`config.mk`:
```
export PLATFORM = sky130hd
export DESIGN_NAME = f2i_conv_seq
export DESIGN_NICKNAME = d
export VERILOG_FILES = /design/src/rtl/f2i_conv_seq.sv
export SDC_FILE = /design/constraint.sdc
export NUM_CORES = 1
export LEC_CHECK = 0
export ABC_CLOCK_PERIOD_IN_PS = 3900
export CELL_PAD_IN_SITES_DETAIL_PLACEMENT = 0
export CELL_PAD_IN_SITES_GLOBAL_PLACEMENT = 2
export CORE_MARGIN = 4
export CORE_UTILIZATION = 38
export DETAILED_ROUTE_END_ITERATION = 8
export HOLD_SLACK_MARGIN = 0.08
export PLACE_DENSITY = 0.82
export SYNTH_ARGS = -nofsm -noshare
export SYNTH_HDL_FRONTEND = slang
export SYNTH_SLANG_ARGS = --single-unit
export TNS_END_PERCENT = 100
```
`constraint.sdc`:
```
create_clock -name clk_i -period 3.9 [get_ports clk_i]
set_clock_uncertainty 0.15 [all_clocks]
set_input_delay 1.17 -clock clk_i [delete_from_list [all_inputs] [get_ports clk_i]]
set_output_delay 1.17 -clock clk_i [all_outputs]
set_load 0.01 [all_outputs]
```
`src/rtl/f2i_conv_seq.sv`:
```
// Multi-cycle float -> sign-magnitude integer converter with start/busy/done handshake
// and a one-bit-per-cycle aligner. Define F2I_FLAGS_EN to add ovf_o / inexact_o.
module f2i_conv_seq #(
  parameter int EXP_W = 5,
  parameter int MAN_W = 10,
  parameter int BIAS  = 15,
  parameter int INT_W = 16,
  parameter int CNT_W = 5
) (
  input  logic                     clk_i,
  input  logic                     reset_i,
  input  logic                     start_i,
  input  logic [EXP_W+MAN_W:0]     flt_i,
  output logic                     ready_o,
  output logic                     busy_o,
  output logic                     done_o,
  output logic [INT_W-1:0]         int_o
`ifdef F2I_FLAGS_EN
  ,
  output logic                     ovf_o,
  output logic                     inexact_o
`endif
);

  localparam int FLT_W = 1 + EXP_W + MAN_W;
  localparam int SIG_W = MAN_W + 1;
  localparam int MAG_W = INT_W - 1;
  localparam int ACC_W = (SIG_W > MAG_W) ? SIG_W : MAG_W;

  typedef enum logic [1:0] {S_IDLE, S_DECODE, S_SHIFT, S_ROUND} state_t;

  state_t             state_q, state_d;
  logic [FLT_W-1:0]   op_q;
  logic [ACC_W-1:0]   acc_q;
  logic [CNT_W-1:0]   cnt_q;
  logic               guard_q, sticky_q, left_q;

  logic               op_sign;
  logic [EXP_W-1:0]   op_exp;
  logic [MAN_W-1:0]   op_man;
  logic [SIG_W-1:0]   sig;
  int                 e_val;

  assign op_sign = op_q[FLT_W-1];
  assign op_exp  = op_q[FLT_W-2 -: EXP_W];
  assign op_man  = op_q[MAN_W-1:0];
  assign sig     = {1'b1, op_man};
  assign e_val   = int'(op_exp) - BIAS;

  // Decode: classify the operand and choose the initial aligner contents and shift count.
  logic [ACC_W-1:0]   dec_acc;
  logic [CNT_W-1:0]   dec_k;
  logic               dec_left;

  // NOTE: every signal written in always_comb gets a default first, so no path leaves it
  // unassigned and no latch is inferred.
  always_comb begin
    dec_acc  = '0;
    dec_k    = '0;
    dec_left = 1'b1;
    if (op_exp == '0) begin
      dec_acc = '0;
    end else if (op_exp == '1 || e_val >= INT_W - 1) begin
      dec_acc = ACC_W'({MAG_W{1'b1}});
    end else if (e_val < -1) begin
      dec_acc = '0;
    end else if (e_val >= MAN_W) begin
      dec_acc = ACC_W'(sig);
      dec_k   = CNT_W'(e_val - MAN_W);
    end else begin
      dec_acc  = ACC_W'(sig);
      dec_k    = CNT_W'(MAN_W - e_val);
      dec_left = 1'b0;
    end
  end

  // Round to nearest, ties to even; e <= INT_W-2 guarantees the carry stays in range.
  logic               round_up;
  logic [MAG_W-1:0]   mag_rnd;

  assign round_up = guard_q & (sticky_q | acc_q[0]);
  assign mag_rnd  = acc_q[MAG_W-1:0] + MAG_W'(round_up);

  // NOTE: sequential state uses non-blocking assignments so every register samples the
  // pre-edge values, independent of statement order.
  always_ff @(posedge clk_i or posedge reset_i) begin
    if (reset_i) state_q <= S_IDLE;
    else         state_q <= state_d;
  end

  always_comb begin
    state_d = state_q;
    ready_o = 1'b0;
    busy_o  = 1'b1;
    case (state_q)
      S_IDLE: begin
        ready_o = 1'b1;
        busy_o  = 1'b0;
        if (start_i) state_d = S_DECODE;
      end
      S_DECODE: state_d = (dec_k != '0) ? S_SHIFT : S_ROUND;
      S_SHIFT:  if (cnt_q == CNT_W'(1)) state_d = S_ROUND;
      S_ROUND:  state_d = S_IDLE;
      default:  state_d = S_IDLE;
    endcase
  end

  always_ff @(posedge clk_i or posedge reset_i) begin
    if (reset_i) begin
      op_q     <= '0;
      acc_q    <= '0;
      cnt_q    <= '0;
      guard_q  <= 1'b0;
      sticky_q <= 1'b0;
      left_q   <= 1'b0;
      int_o    <= '0;
      done_o   <= 1'b0;
    end else begin
      done_o <= 1'b0;
      case (state_q)
        S_IDLE: if (start_i) op_q <= flt_i;
        S_DECODE: begin
          acc_q    <= dec_acc;
          cnt_q    <= dec_k;
          left_q   <= dec_left;
          guard_q  <= 1'b0;
          sticky_q <= 1'b0;
        end
        S_SHIFT: begin
          cnt_q <= cnt_q - CNT_W'(1);
          if (left_q) begin
            acc_q <= acc_q << 1;
          end else begin
            acc_q    <= acc_q >> 1;
            guard_q  <= acc_q[0];
            sticky_q <= sticky_q | guard_q;
          end
        end
        S_ROUND: begin
          int_o  <= {op_sign, mag_rnd};
          done_o <= 1'b1;
        end
        default: ;
      endcase
    end
  end

`ifdef F2I_FLAGS_EN
  // Flags: saturation and inexactness, captured in DECODE and published with int_o.
  logic dec_sat, dec_uf, sat_q, uf_q;

  assign dec_sat = (op_exp == '1) || ((op_exp != '0) && (e_val >= INT_W - 1));
  assign dec_uf  = (op_exp == '0) ? (op_man != '0) : (!dec_sat && (e_val < -1));

  always_ff @(posedge clk_i or posedge reset_i) begin
    if (reset_i) begin
      sat_q     <= 1'b0;
      uf_q      <= 1'b0;
      ovf_o     <= 1'b0;
      inexact_o <= 1'b0;
    end else if (state_q == S_DECODE) begin
      sat_q <= dec_sat;
      uf_q  <= dec_uf;
    end else if (state_q == S_ROUND) begin
      ovf_o     <= sat_q;
      inexact_o <= guard_q | sticky_q | uf_q;
    end
  end
`endif

endmodule

```
## After elaboration in Yosys (flattened, before gate mapping)

Index checks and enable logic that the tools add are counted.

- Add/sub/neg operators: 5
- Equal/unequal tests: 8
- Mux-type cells: 25
- Bitwise logic cells: 3
- $lt $le $gt $ge: 3
- Reductions and logical operators: 8

Operators by type and width:

| cell | count |
|---|---|
| two-way mux 15 bit | 3 |
| one-hot mux 15 bit (2 select lines) | 1 |
| two-way mux 5 bit | 4 |
| adder 15 x 1 -> 15 bit | 1 |
| >= comparator 6 x 5 -> 1 bit (second input constant) | 2 |
| two-way mux 11 bit | 1 |
| two-way mux 1 bit | 10 |
| one-hot mux 5 bit (2 select lines) | 1 |
| one-hot mux 2 bit (4 select lines) | 1 |
| < comparator 6 x 1 -> 1 bit (second input constant) | 1 |
| inequality test 2 bit (second input constant) | 3 |
| AND reduction 2 bit | 3 |
| subtractor 5 x 4 -> 6 bit (second input constant) | 1 |
| == test 5 x 1 -> 1 bit (second input constant) | 1 |
| == test 5 bit (second input constant) | 1 |
| zero test 5 bit | 1 |
| nonzero test 5 bit | 1 |
| subtractor 5 x 1 -> 5 bit (second input constant) | 1 |
| subtractor 5 bit (first input constant) | 1 |
| subtractor 5 bit (second input constant) | 1 |
| == test 2 bit (second input constant) | 2 |
| two-way mux 2 bit | 2 |
| one-hot mux 1 bit (2 select lines) | 2 |
| == test 2 x 1 -> 1 bit (second input constant) | 1 |
| 5 further kinds | 6 |

- Output and inout port bits: 19
- Input port bits: 19
- Bits in registers: 58
- Word-level logic and storage cells: 61

## Logic depth before layout (Yosys ltp)

- Depth after elaboration: 9
- Gate-level depth with buffers: 10
- Depth with buffers taken out: 9

## Least setup slack after synthesis

OpenSTA, ideal clock, no wires.

- Path kind: register to register
- Start: reg op_q[10]
- End: reg cnt_q[3]
- Path buffers: 1
- Path slack: 1434 ps
- Arrival time: 2191 ps
- Period minus slack after synthesis: 2466 ps
- Cell stages (with the launch flop): 11
- Library setup time: 125 ps
- Required time: 3625 ps
- Path through: dfrtp_1 ha_1 buf_4 and3_1 ha_1 nand3_1 o21ai_1 a21oi_2 mux2i_1 xor2_1 o21ai_1

- Cells in the longest elaborated chain, start to end: 7

RTL lines:

| item | RTL line | source |
|---|---|---|
| start, declared | 33 | `logic [FLT_W-1:0] op_q;` |
| start signal, assigned | 121 | `S_IDLE: if (start_i) op_q <= flt_i;` |
| subtractor 5 x 4 -> 6 bit | 48 | `assign e_val = int'(op_exp) - BIAS;` |
| subtractor 5 bit, or another cell as far along | 72 | `dec_k = CNT_W'(MAN_W - e_val);` |
| two-way mux 5 bit | 67 | `end else if (e_val >= MAN_W) begin` |
| two-way mux 5 bit | 65 | `end else if (e_val < -1) begin` |
| two-way mux 5 bit | 63 | `end else if (op_exp == '1 \|\| e_val >= INT_W - 1) begin` |
| two-way mux 5 bit * | 61 | `if (op_exp == '0) begin` |
| one-hot mux 5 bit (2 select lines) * | 120 | `case (state_q)` |
| end signal, assigned | 124 | `cnt_q <= dec_k;` |
| end signal, assigned | 130 | `cnt_q <= cnt_q - CNT_W'(1);` |
| end, declared | 35 | `logic [CNT_W-1:0] cnt_q;` |

Every way passes the cells marked *; elsewhere a longest branch is shown, timed or not.
A chain may end at the register's enable or synchronous reset.

## Worst setup path in the final report

- Start: reg state_q[0]
- End: out busy_o

- Cells in the longest elaborated chain, start to end: 2

RTL lines:

| item | RTL line | source |
|---|---|---|
| start, declared | 32 | `state_t state_q, state_d;` |
| start signal, assigned | 88 | `else state_q <= state_d;` |
| zero test 2 bit | 95 | `case (state_q)` |
| two-way mux 1 bit | 95 |  |
| end, declared | 15 | `output logic busy_o,` |

No other way between the ends.

==> metrics <==
outcome=complete, no violations; clock buffer depth=2; Post-synth EDFFs=0; part of the cycle the worst path needs=77.50%; Post-DP HPWL=5312 um; worst vdd ir=357.8 uV; f_max=0.3309 GHz; critical path capture point type=primary output; Synth async-reset ratio=100.0%; Seq cells post-synth=58; fill cell count=869; Startpoint Class=register; Post-Synthesis Cells=355; Min Hold Slack=0.3538 ns; Synth Cell Area=3359 um^2; slowest cell on the critical path=clkdlybuf4s50_1; # diodes=0; crit path DAT=1.70 ns; I/O Buffers=37; leak pwr=1.700 nW; drt first pass iters=4; largest net degree at the start of global routing=35; most frequent cells in the layout=dfrtp_1, nor2_1, clkdlybuf4s50_1, a21oi_1; width of the die=102.0 um; CTS Hold Bufs=0; final-stage net count=426; placed inst area=3827 um^2; Final setup viols=0; most used cell, CP=inv_1; Post-CTS Setup Bufs=0; area taken by multi-input logic gates=1728 um^2; clock sinks=58; Ports=38; Synth Net Count=390; maxcap violations=0; clock-pin transition on the worst setup and hold timing paths=0.06 ns; remaining global-route overflow=0; DR vias=2610; DRC Markers=0; Yosys cell types=52; Critical Path Max Stage Delay=0.52 ns; final WL=7391 um; terminus of the critical flop-to-flop path=cnt_q[3]; FF-to-FF path depth=9; Setup Crit Path Kind=reg2out; number of cells on the worst hold path=1; PD cells=979.1 nW/um^2; Synthesis Warnings=0; First DRT Iteration DRCs=118; Hold Startpoint=int_o[0]; Setup TNS=0 ns; Hold Path Class=reg2reg; clock root buffer=clkbuf_8; Most used DFF post-synth=dfrtp_1; Worst R2R Start=op_q[10]; Routed Antenna Nets=0; Initial Util=38.71%; aggregate global-route resource usage=15.32%; Seq/Total Area, Yosys=43.20%; Worst-Margin Slew=0.8957 ns; placed cell count=488; Fin. Hold Viols=0; Data required, critical path=2.58 ns; # H-tree levels=3; setup slack, reg-to-reg=1.15 ns; synthesized area per cell=9.463 um^2; # rows=34; most common cell after layout, fill and taps aside=dfrtp_1; RSZ-0062 raised after global routing=false; critical-path cell list=inv_1, ha_1, inv_1, clkdlybuf4s50_1; Slew Limit Fails=0; Hold Crit Endpoint=int_o[0]; min Tclk post-route=3.022 ns; layout cell share with drive strength beyond 1=14.47%; later-pin clock latency in the skew report=0.33 ns; CTS tree=done; die area=10410 um^2; CTS buffer count=9; CTS resizes=0; die height=102.0 um; GPL Wtd Cong=0.7547; initial antenna violation count=0; global-route wire length before repair=12590 um; final non-filler cell total=502; vias in the first global route=2518; post-route cell area=4005 um^2; vias per cell=5.199; relative slew slack=40.29%; WL/cell=14.72 um; Layout area overhead=19.22%; crit path max fanout=6; Seq. cell area=1451 um^2; Core ar.=8678 um^2
## logic make-up (layout without fill, tap and decap cells)
group	after synthesis	after routing	synth area share, %
buffers and inverters	44	83	5.363
AO/OA/AOI/OAI	72	72	14.49
XOR/XNOR	17	17	4.432
adder cells (fa/ha/maj)	16	16	5.959
flip-flops	58	58	43.20
multiplexers	34	34	10.99
AND/OR/NAND/NOR	114	114	15.57
## layout make-up
cell class	count	share of cell area, %
Clock buffer	12	4.124
Tap cell	108	3.374
Timing Repair Buffer	43	10.37
Inverter	26	2.437
Sequential cell	58	36.24
Clock inverter	2	0.3124
Multi-Input combinational cell	253	43.14
## per-stage QoR
| step | total power [mW] | setup slack, ns | utilization, % |
|---|---|---|---|
| after CTS | 3.968 | 0.8691 | 46.15 |
| after global routing | 4.300 | 0.7979 | 46.15 |
| after floorplan | 2.789 | 1.152 | - |
| final | 3.922 | 0.8776 | 46.15 |
| after detailed placement | 3.445 | 1.146 | 44.10 |
| after global placement | 3.426 | 1.229 | 44.10 |
## power breakdown
group          internal, mW  switching [mW]
Sequential            0.919           0.346
Combinational          1.00            1.15
Clock                 0.274           0.225
## synth_stat cells (11+ instances only)
cell type | n | area [um^2]
a21oi_1 | 30 | 150.1
ha_1 | 16 | 200.2
nor3_1 | 11 | 55.05
mux2i_1 | 11 | 110.1
inv_1 | 24 | 90.09
clkbuf_1 | 13 | 48.80
nor2_1 | 53 | 198.9
nand3_1 | 11 | 55.05
nand2_1 | 18 | 67.56
dfrtp_1 | 58 | 1451
mux2_2 | 23 | 259.0
## sequential cells by signal (all words and copies together) (netlist names)
register / count
acc_q: 15
cnt_q: 5
done_o: 1
guard_q: 1
int_o: 16
left_q: 1
op_q: 16
state_q: 2
sticky_q: 1
## layer usage
metal	share of wire (%)	global-route usage (%)	wire (um)
met5	0	0	0
met4	0.54	3.935	40
met3	4.6	3.891	337
met1	51	22.26	3805
met2	43	22.79	3208
## worst max-delay path by stage
stage                           from       end  slack [ns]  depth (start not counted)
final                     state_q[0]    busy_o        0.88                          4
after global routing      state_q[0]    busy_o        0.80                          4
after CTS                 state_q[0]    busy_o        0.87                          4
after detailed placement    op_q[10]  cnt_q[3]        1.15                          9
after global placement      op_q[10]  cnt_q[3]        1.23                          9
after floorplan              reset_i  acc_q[0]        1.15                          1
## critical path: cells and delay by family, from the launching register on
kind	cells	cell delay, ns
flops	1	0.44
buf+inv	3	0.68
fa+ha+maj	1	0.27
Note: power is estimated with default switching activity, not from simulation.
